===== src/rtl/stream_demux_1to4_if.sv =====
// rtl/stream_demux_1to4_if.sv - producer-side stream and four consumer channels of the 1-to-4 demux
interface stream_demux_1to4_if #(
  parameter int DATA_W = 8
);
  logic                in_valid;
  logic                in_ready;
  logic [DATA_W-1:0]   in_data;
  logic [1:0]          in_sel;
  logic                in_last;
  logic [3:0]          out_valid;
  logic [3:0]          out_ready;
  logic [4*DATA_W-1:0] out_data;
  logic [3:0]          out_last;

  modport master (
    output in_valid, in_data, in_sel, in_last, out_ready,
    input  in_ready, out_valid, out_data, out_last
  );

  modport slave (
    input  in_valid, in_data, in_sel, in_last, out_ready,
    output in_ready, out_valid, out_data, out_last
  );
endinterface


===== src/rtl/stream_demux_1to4.sv =====
// rtl/stream_demux_1to4.sv - 1-to-4 stream demux, packet-locked select, one-entry buffer per channel
// Optional per-channel saturating hand-off counters on cnt_flat when STREAM_DEMUX_CNT_EN is defined.
module stream_demux_1to4 #(
  parameter int DATA_W = 8
`ifdef STREAM_DEMUX_CNT_EN
  , parameter int CNT_W = 16
`endif
) (
  input  logic                 clk,
  input  logic                 rst_n,
  stream_demux_1to4_if.slave   bus,
  output logic                 busy
`ifdef STREAM_DEMUX_CNT_EN
  , output logic [4*CNT_W-1:0] cnt_flat
`endif
);

  typedef enum logic {
    IDLE  = 1'b0,
    BURST = 1'b1
  } state_t;

  state_t                 state;
  state_t                 state_nxt;
  logic [1:0]             sel_q;
  logic [1:0]             dest;
  logic [3:0]             buf_free;
  logic                   accept;
  logic                   in_ready_c;
  logic [3:0]             valid_q;
  logic [3:0]             last_q;
  logic [3:0][DATA_W-1:0] data_q;

  always_ff @(posedge clk or negedge rst_n) begin
    if (!rst_n) begin
      state <= IDLE;
    end else begin
      state <= state_nxt;
    end
  end

  // Destination follows in_sel only between packets; mid-packet it is the locked copy.
  always_comb begin
    dest       = (state == BURST) ? sel_q : bus.in_sel;
    buf_free   = ~valid_q | bus.out_ready;
    in_ready_c = rst_n & buf_free[dest];
    accept     = bus.in_valid & in_ready_c;
    state_nxt  = state;
    if (accept) begin
      state_nxt = bus.in_last ? IDLE : BURST;
    end
  end

  always_ff @(posedge clk or negedge rst_n) begin
    if (!rst_n) begin
      sel_q <= 2'd0;
    end else if (accept && (state == IDLE) && !bus.in_last) begin
      sel_q <= bus.in_sel;
    end
  end

  // A load wins over a drain, so one channel can sustain a beat every cycle.
  always_ff @(posedge clk or negedge rst_n) begin
    if (!rst_n) begin
      valid_q <= 4'b0000;
      last_q  <= 4'b0000;
      data_q  <= '0;
    end else begin
      for (int i = 0; i < 4; i++) begin
        if (accept && (dest == 2'(i))) begin
          valid_q[i] <= 1'b1;
          last_q[i]  <= bus.in_last;
          data_q[i]  <= bus.in_data;
        end else if (valid_q[i] && bus.out_ready[i]) begin
          valid_q[i] <= 1'b0;
        end
      end
    end
  end

`ifdef STREAM_DEMUX_CNT_EN
  logic [3:0][CNT_W-1:0] cnt_q;

  always_ff @(posedge clk or negedge rst_n) begin
    if (!rst_n) begin
      cnt_q <= '0;
    end else begin
      for (int i = 0; i < 4; i++) begin
        if (valid_q[i] && bus.out_ready[i] && (cnt_q[i] != {CNT_W{1'b1}})) begin
          cnt_q[i] <= cnt_q[i] + 1'b1;
        end
      end
    end
  end

  assign cnt_flat = cnt_q;
`endif

  assign bus.in_ready  = in_ready_c;
  assign bus.out_valid = valid_q;
  assign bus.out_last  = last_q;
  assign bus.out_data  = data_q;
  assign busy          = (state == BURST);

endmodule


===== src/flat_wrapper.sv =====
// flat-port wrapper written by rule: the top's interface ports become plain ports
module stream_demux_1to4_flat 
#(
  parameter int DATA_W = 8

)
  (clk, rst_n, busy, bus_in_valid, bus_in_data, bus_in_sel, bus_in_last, bus_out_ready, bus_in_ready, bus_out_valid, bus_out_data, bus_out_last);
  stream_demux_1to4_if #(.DATA_W(DATA_W)) bus_i ();
  input  logic clk;
  input  logic rst_n;
  output logic busy;
  input wire logic [$bits(bus_i.in_valid)-1:0] bus_in_valid;
  input wire logic [$bits(bus_i.in_data)-1:0] bus_in_data;
  input wire logic [$bits(bus_i.in_sel)-1:0] bus_in_sel;
  input wire logic [$bits(bus_i.in_last)-1:0] bus_in_last;
  input wire logic [$bits(bus_i.out_ready)-1:0] bus_out_ready;
  output wire logic [$bits(bus_i.in_ready)-1:0] bus_in_ready;
  output wire logic [$bits(bus_i.out_valid)-1:0] bus_out_valid;
  output wire logic [$bits(bus_i.out_data)-1:0] bus_out_data;
  output wire logic [$bits(bus_i.out_last)-1:0] bus_out_last;
  assign bus_i.in_valid = bus_in_valid;
  assign bus_i.in_data = bus_in_data;
  assign bus_i.in_sel = bus_in_sel;
  assign bus_i.in_last = bus_in_last;
  assign bus_i.out_ready = bus_out_ready;
  assign bus_in_ready = bus_i.in_ready;
  assign bus_out_valid = bus_i.out_valid;
  assign bus_out_data = bus_i.out_data;
  assign bus_out_last = bus_i.out_last;
  stream_demux_1to4 #(.DATA_W(DATA_W)) u_core (.clk(clk), .rst_n(rst_n), .bus(bus_i), .busy(busy));
endmodule

===== config.mk =====
export PLATFORM = sky130hd
export DESIGN_NAME = stream_demux_1to4_flat
export DESIGN_NICKNAME = d
export VERILOG_FILES = /design/src/rtl/stream_demux_1to4_if.sv /design/src/rtl/stream_demux_1to4.sv /design/src/flat_wrapper.sv
export SDC_FILE = /design/constraint.sdc
export NUM_CORES = 1
export LEC_CHECK = 0
export ABC_AREA = 1
export BUFFER_PORTS_ARGS = -buffer_cell sky130_fd_sc_hd__buf_4
export CORE_ASPECT_RATIO = 0.9
export CORE_MARGIN = 3
export CORE_UTILIZATION = 50
export CTS_BUF_LIST = sky130_fd_sc_hd__clkbuf_4
export CTS_CLUSTER_SIZE = 28
export DETAILED_ROUTE_END_ITERATION = 12
export PLACE_DENSITY = 0.85
export SETUP_SLACK_MARGIN = 0.4
export SYNTH_ARGS = -nofsm -noshare
export SYNTH_HDL_FRONTEND = slang
export SYNTH_SLANG_ARGS = --single-unit

===== constraint.sdc =====
create_clock -name clk -period 3.4 [get_ports clk]
set_input_delay 1.02 -clock clk [delete_from_list [all_inputs] [get_ports clk]]
set_output_delay 1.02 -clock clk [all_outputs]
set_load 0.03 [all_outputs]

### Word-level counts from Yosys, hierarchy flattened

Index checks and enable logic that the tools add are counted.

| cells by class | value |
|---|---|
| equal/unequal tests | 3 |
| order comparisons | 1 |
| reductions and logical operators | 16 |
| muxes and demuxes | 12 |
| bitwise operators | 5 |

Operators with widths:

| kind | count |
|---|---|
| $logic_and A1 B1 Y1 | 10 |
| $mux W1 | 10 |
| $reduce_bool A2 Y1 | 4 |
| $eq A2 B2 Y1 const B | 2 |
| $not A4 Y4 | 1 |
| $or A4 B4 Y4 | 1 |
| $lt A2 B3 Y1 const B | 1 |
| $and A1 B1 Y1 | 2 |
| $bmux W1 S2 | 1 |
| $eq A2 B1 Y1 const B | 1 |
| $logic_not A2 Y1 | 1 |
| $mux W2 | 1 |
| $logic_not A1 Y1 | 1 |
| $not A1 Y1 | 1 |

| storage, ports and cells | value |
|---|---|
| output and inout port bits | 42 |
| input port bits | 18 |
| word-level logic and storage cells | 51 |
| register bits after elaboration | 43 |

### Depth between registers and ports, before layout

| depth | value |
|---|---|
| word-level depth | 8 |
| depth in mapped cells | 10 |
| mapped depth without buffers | 10 |

### Worst setup path after synthesis

OpenSTA, ideal clock, no wires.

| path | value |
|---|---|
| path type | input to output |
| start | input bus_in_sel[1] |
| end | output bus_in_ready |
| arrival time | 1.657 ns |
| slack | 0.723 ns |
| stages | 7 |
| required time | 2.380 ns |
| buffers on the path | 0 |
| cell sequence | inv_1 nand2_2 nand2_4 nor2_2 nand2_1 nand2_2 nor2_8 |

| on the way | value |
|---|---|
| word-level cells in the longest chain between the ends | 4 |

Ends and longest elaborated chain:

| element | line | text |
|---|---|---|
| from (decl) | flat_wrapper.sv:14 | `input wire logic [$bits(bus_i.in_sel)-1:0] bus_in_sel;` |
| $mux W2 | stream_demux_1to4.sv:44 | `dest = (state == BURST) ? sel_q : bus.in_sel;` |
| $bmux W1 S2 | stream_demux_1to4.sv:46 | `in_ready_c = rst_n & buf_free[dest];` |
| $mux W1 (implied by the code) | stream_demux_1to4.sv:46 |  |
| $and A1 B1 Y1 | stream_demux_1to4.sv:46 |  |
| to (decl) | flat_wrapper.sv:17 | `output wire logic [$bits(bus_i.in_ready)-1:0] bus_in_ready;` |

Every way passes these cells. The select of a mux whose other input is x is not followed.

### Worst setup path in the final report

| path | value |
|---|---|
| start | input bus_in_sel[0] |
| end | output bus_in_ready |

The elaborated chain is that of the path after synthesis.

==> results.txt <==
----------------------------------------------------
[Finish]
  Final net count ... 273
  Share of cells above drive strength 1 ... 0.402
  Count of inserted antenna diode cells ... 0
  Storage element area ... 1080 um^2
  Finished Cell Area ... 2430 um^2
  Commonest non-fill, non-tap cells in the layout ... 62 x buf_4, 54 x nand2_1, 43 x dfrtp_1
  Area growth from synthesis to layout ... 27.4%
  Number of inserted filler cells in the final layout ... 299
  Multi-input combinational cell area ... 708 um^2
  Most common library cell in the layout ignoring fill and taps ... buf_4

[Floorplan]
  Number of ports placed on the die boundary ... 60
  Die area ... 4600 um^2
  Horizontal extent of the die ... 71.1 um
  Standard cell core area ... 3530 um^2
  Cell row count ... 20
  Initial core utilization ... 0.541
  Die Span Y ... 64.6 um

[Setup path]
  Type of element capturing the critical path ... output port
  Peak fanout along the critical path ... 5
  Largest stage delay on the critical path ... 170 ps
  Cell type of the slowest stage on the worst timing path ... nor2_2
  Buffers plus inverters on the worst setup path ... 2
  Crit path max-delay family ... simple AND/OR/NAND/NOR gates
  Worst path cell trace ... buf_4, nand2_2, nand2_4, nor2_2, nand2_1, nand2_2, nor2_8, buf_4
  Critical path launch point type ... primary input
  Required time at the endpoint of the critical path ... 2380 ps
  Crit path DAT ... 1890 ps
  Type of the worst setup path ... in2out

[Synthesis]
  Yosys warnings ... 0
  Synthesized Nets ... 209
  Avg Inst Size Synth ... 10.0 um^2
  Share of the yosys chip area belonging to registers ... 0.564
  Distinct cell type count after synthesis ... 18
  Post-synthesis register bit count ... 43
  Synthesized instance count ... 191
  Summed instance area of the synthesized netlist ... 1910 um^2

[Route]
  Average detailed-routed wire length per instance ... 13.3 um
  Initial DRT Pass Iterations ... 4
  Average vias per placed instance ... 4.97
  Detailed-route via count ... 1491
  Final ANT Viol Nets ... 0
  Initial DRC count ... 142
  Detailed-route wire length ... 4000 um
  DRC violation count after routing ... 0

[Placed design]
  Post-DP HPWL ... 3000 um
  RePlAce Congestion ... 0.937
  Area after DPL ... 2360 um^2
  Number of buffers added on ports ... 59
  Pre-CTS setup slack ... 424 ps

[Clock network]
  Clk Latency, worst-skew pair ... 330 ps
  Maximum buffer depth of the clock tree ... 2
  CTS tree ... yes
  TritonCTS sink count ... 43
  Cells resized by post-CTS repair ... 0
  Clk pin slew, worst setup/hold paths ... 110 ps
  Number of CTS-inserted buffers ... 5
  Clock tree root buffer cell ... clkbuf_4
  H-tree depth ... 2
  Hold buffer count at CTS ... 0

[Power and ir drop]
  Power after layout ... 2.26 mW
  Power Density ... 927 nW/um^2
  Pleak ... 1.27 nW
  Peak ir drop on the vdd network ... 0.609 mV

[STA]
  Final worst path period share ... 0.856
  Final setup TNS ... 0 ps
  Slack of the critical path ... 490 ps
  Number of endpoints failing setup at the final stage ... 0
  Final clock skew ... 7.68 ps
  Actual slew at the worst max-slew pin ... 520 ps
  Fin crit period ... 2910 ps
  Tightest slew margin relative to the limit ... 0.653
  Fmax ... 344 MHz
  Hold violation count in the final report ... 0
  Setup repair after global routing missed its margin ... no
  Max-slew violation count ... 0

[Global routing]
  Largest net degree at the start of global routing ... 45
  First-pass GRT wire length ... 6860 um
  Aggregate global-route resource usage ... 0.190
  Via count of the first global-routing pass ... 1371
  Total grt overflow ... 0
  Number of antenna violations at the first check in global routing ... 0

[Job]
  Max-Cap Viols ... 0

[Worst hold path]
  Kind of path behind the tightest hold check ... reg2reg

[Run status]
  Outcome ... finished, final reports clean

----------------------------------------------------
synth_stat cells:
cell	number	share of area
buf_2	1	0.0026
buf_6	4	0.024
dfrtp_1	43	0.56
inv_1	19	0.037
inv_2	1	0.0020
nand2_1	54	0.11
nand2_2	4	0.013
nand2_4	2	0.012
nand3_1	4	0.010
nand3_2	1	0.0052
nand3_4	4	0.037
nand4_1	3	0.0098
nor2_1	7	0.014
nor2_2	2	0.0066
nor2_8	1	0.010
o21ai_0	1	0.0026
o21ai_1	20	0.052
o21ai_2	20	0.092
sequential cells by signal, indices dropped and copies added, names as in the netlist:
name and flops:
u_core.bus.out_data 32, u_core.bus.out_valid 4, u_core.bus.out_last 4, u_core.busy 1, u_core.sel_q 2
cell type report:
class	instances	area share
tap	44	0.0226
timing repair buffer	62	0.191
clock buffer	6	0.0185
sequential	43	0.442
multi-input combinational	123	0.291
clock inverter	2	0.00309
inverter	20	0.0309
stage by stage:
stage / utilization / hold slack, ps / instances
2_1_floorplan: - / 449 / 191
3_3_place_gp: 0.670 / 466 / 290
3_5_place_dp: 0.670 / 471 / 290
4_1_cts: 0.685 / 500 / 298
5_1_grt: 0.689 / 521 / 300
6_report: 0.689 / 500 / 300
cells by family (layout without fill, tap and decap cells):
group           after synthesis  after routing  synth area share
buf+inv                      25             90            0.0655
compound gates               41             41             0.147
flops                        43             43             0.564
simple gates                 82             82             0.224
where the power goes:
part	switching, mW	internal (mW)
clock network	0.148	0.0848
logic	0.743	0.428
registers	0.125	0.727
worst register-to-register path: cells and delay by family, from the launching register on:
kind,cells,cell delay [ps]
buffers and inverters,2,240
DFF,1,430
and+or+nand+nor,7,940
AOI/OAI and AO/OA,1,60
worst paths after layout:
path / slack, ps / endpoint / start / depth (start not counted)
max: 490 / bus_in_ready / bus_in_sel[0] / 8
min: 500 / u_core.bus.out_data[23] / u_core.bus.out_data[23] / 2
max reg2reg: 1620 / u_core.bus.out_last[0] / u_core.busy / 10
min reg2reg: 500 / u_core.bus.out_data[23] / u_core.bus.out_data[23] / 2
max in group asynchronous: 2290 / u_core.busy / rst_n / 2
min in group asynchronous: 750 / u_core.bus.out_last[3] / rst_n / 2
per-layer routing:
layer / wire length, um / up-vias / GRT usage / share of wire
met3: 240 / 7 / 0.0434 / 0.060
met1: 1870 / 699 / 0.285 / 0.47
li1: - / 741 / - / -
met4: 74 / 0 / 0.0657 / 0.018
met2: 1820 / 44 / 0.271 / 0.46
met5: 0 / - / 0 / 0
what timing repair did:
item | 4_1_cts | 5_1_grt
buffers inserted | 0 | 2
endpoints found under the setup margin | 0 | 1
endpoints found under the hold margin | 0 | 0
(Power assumes the default switching activity.)
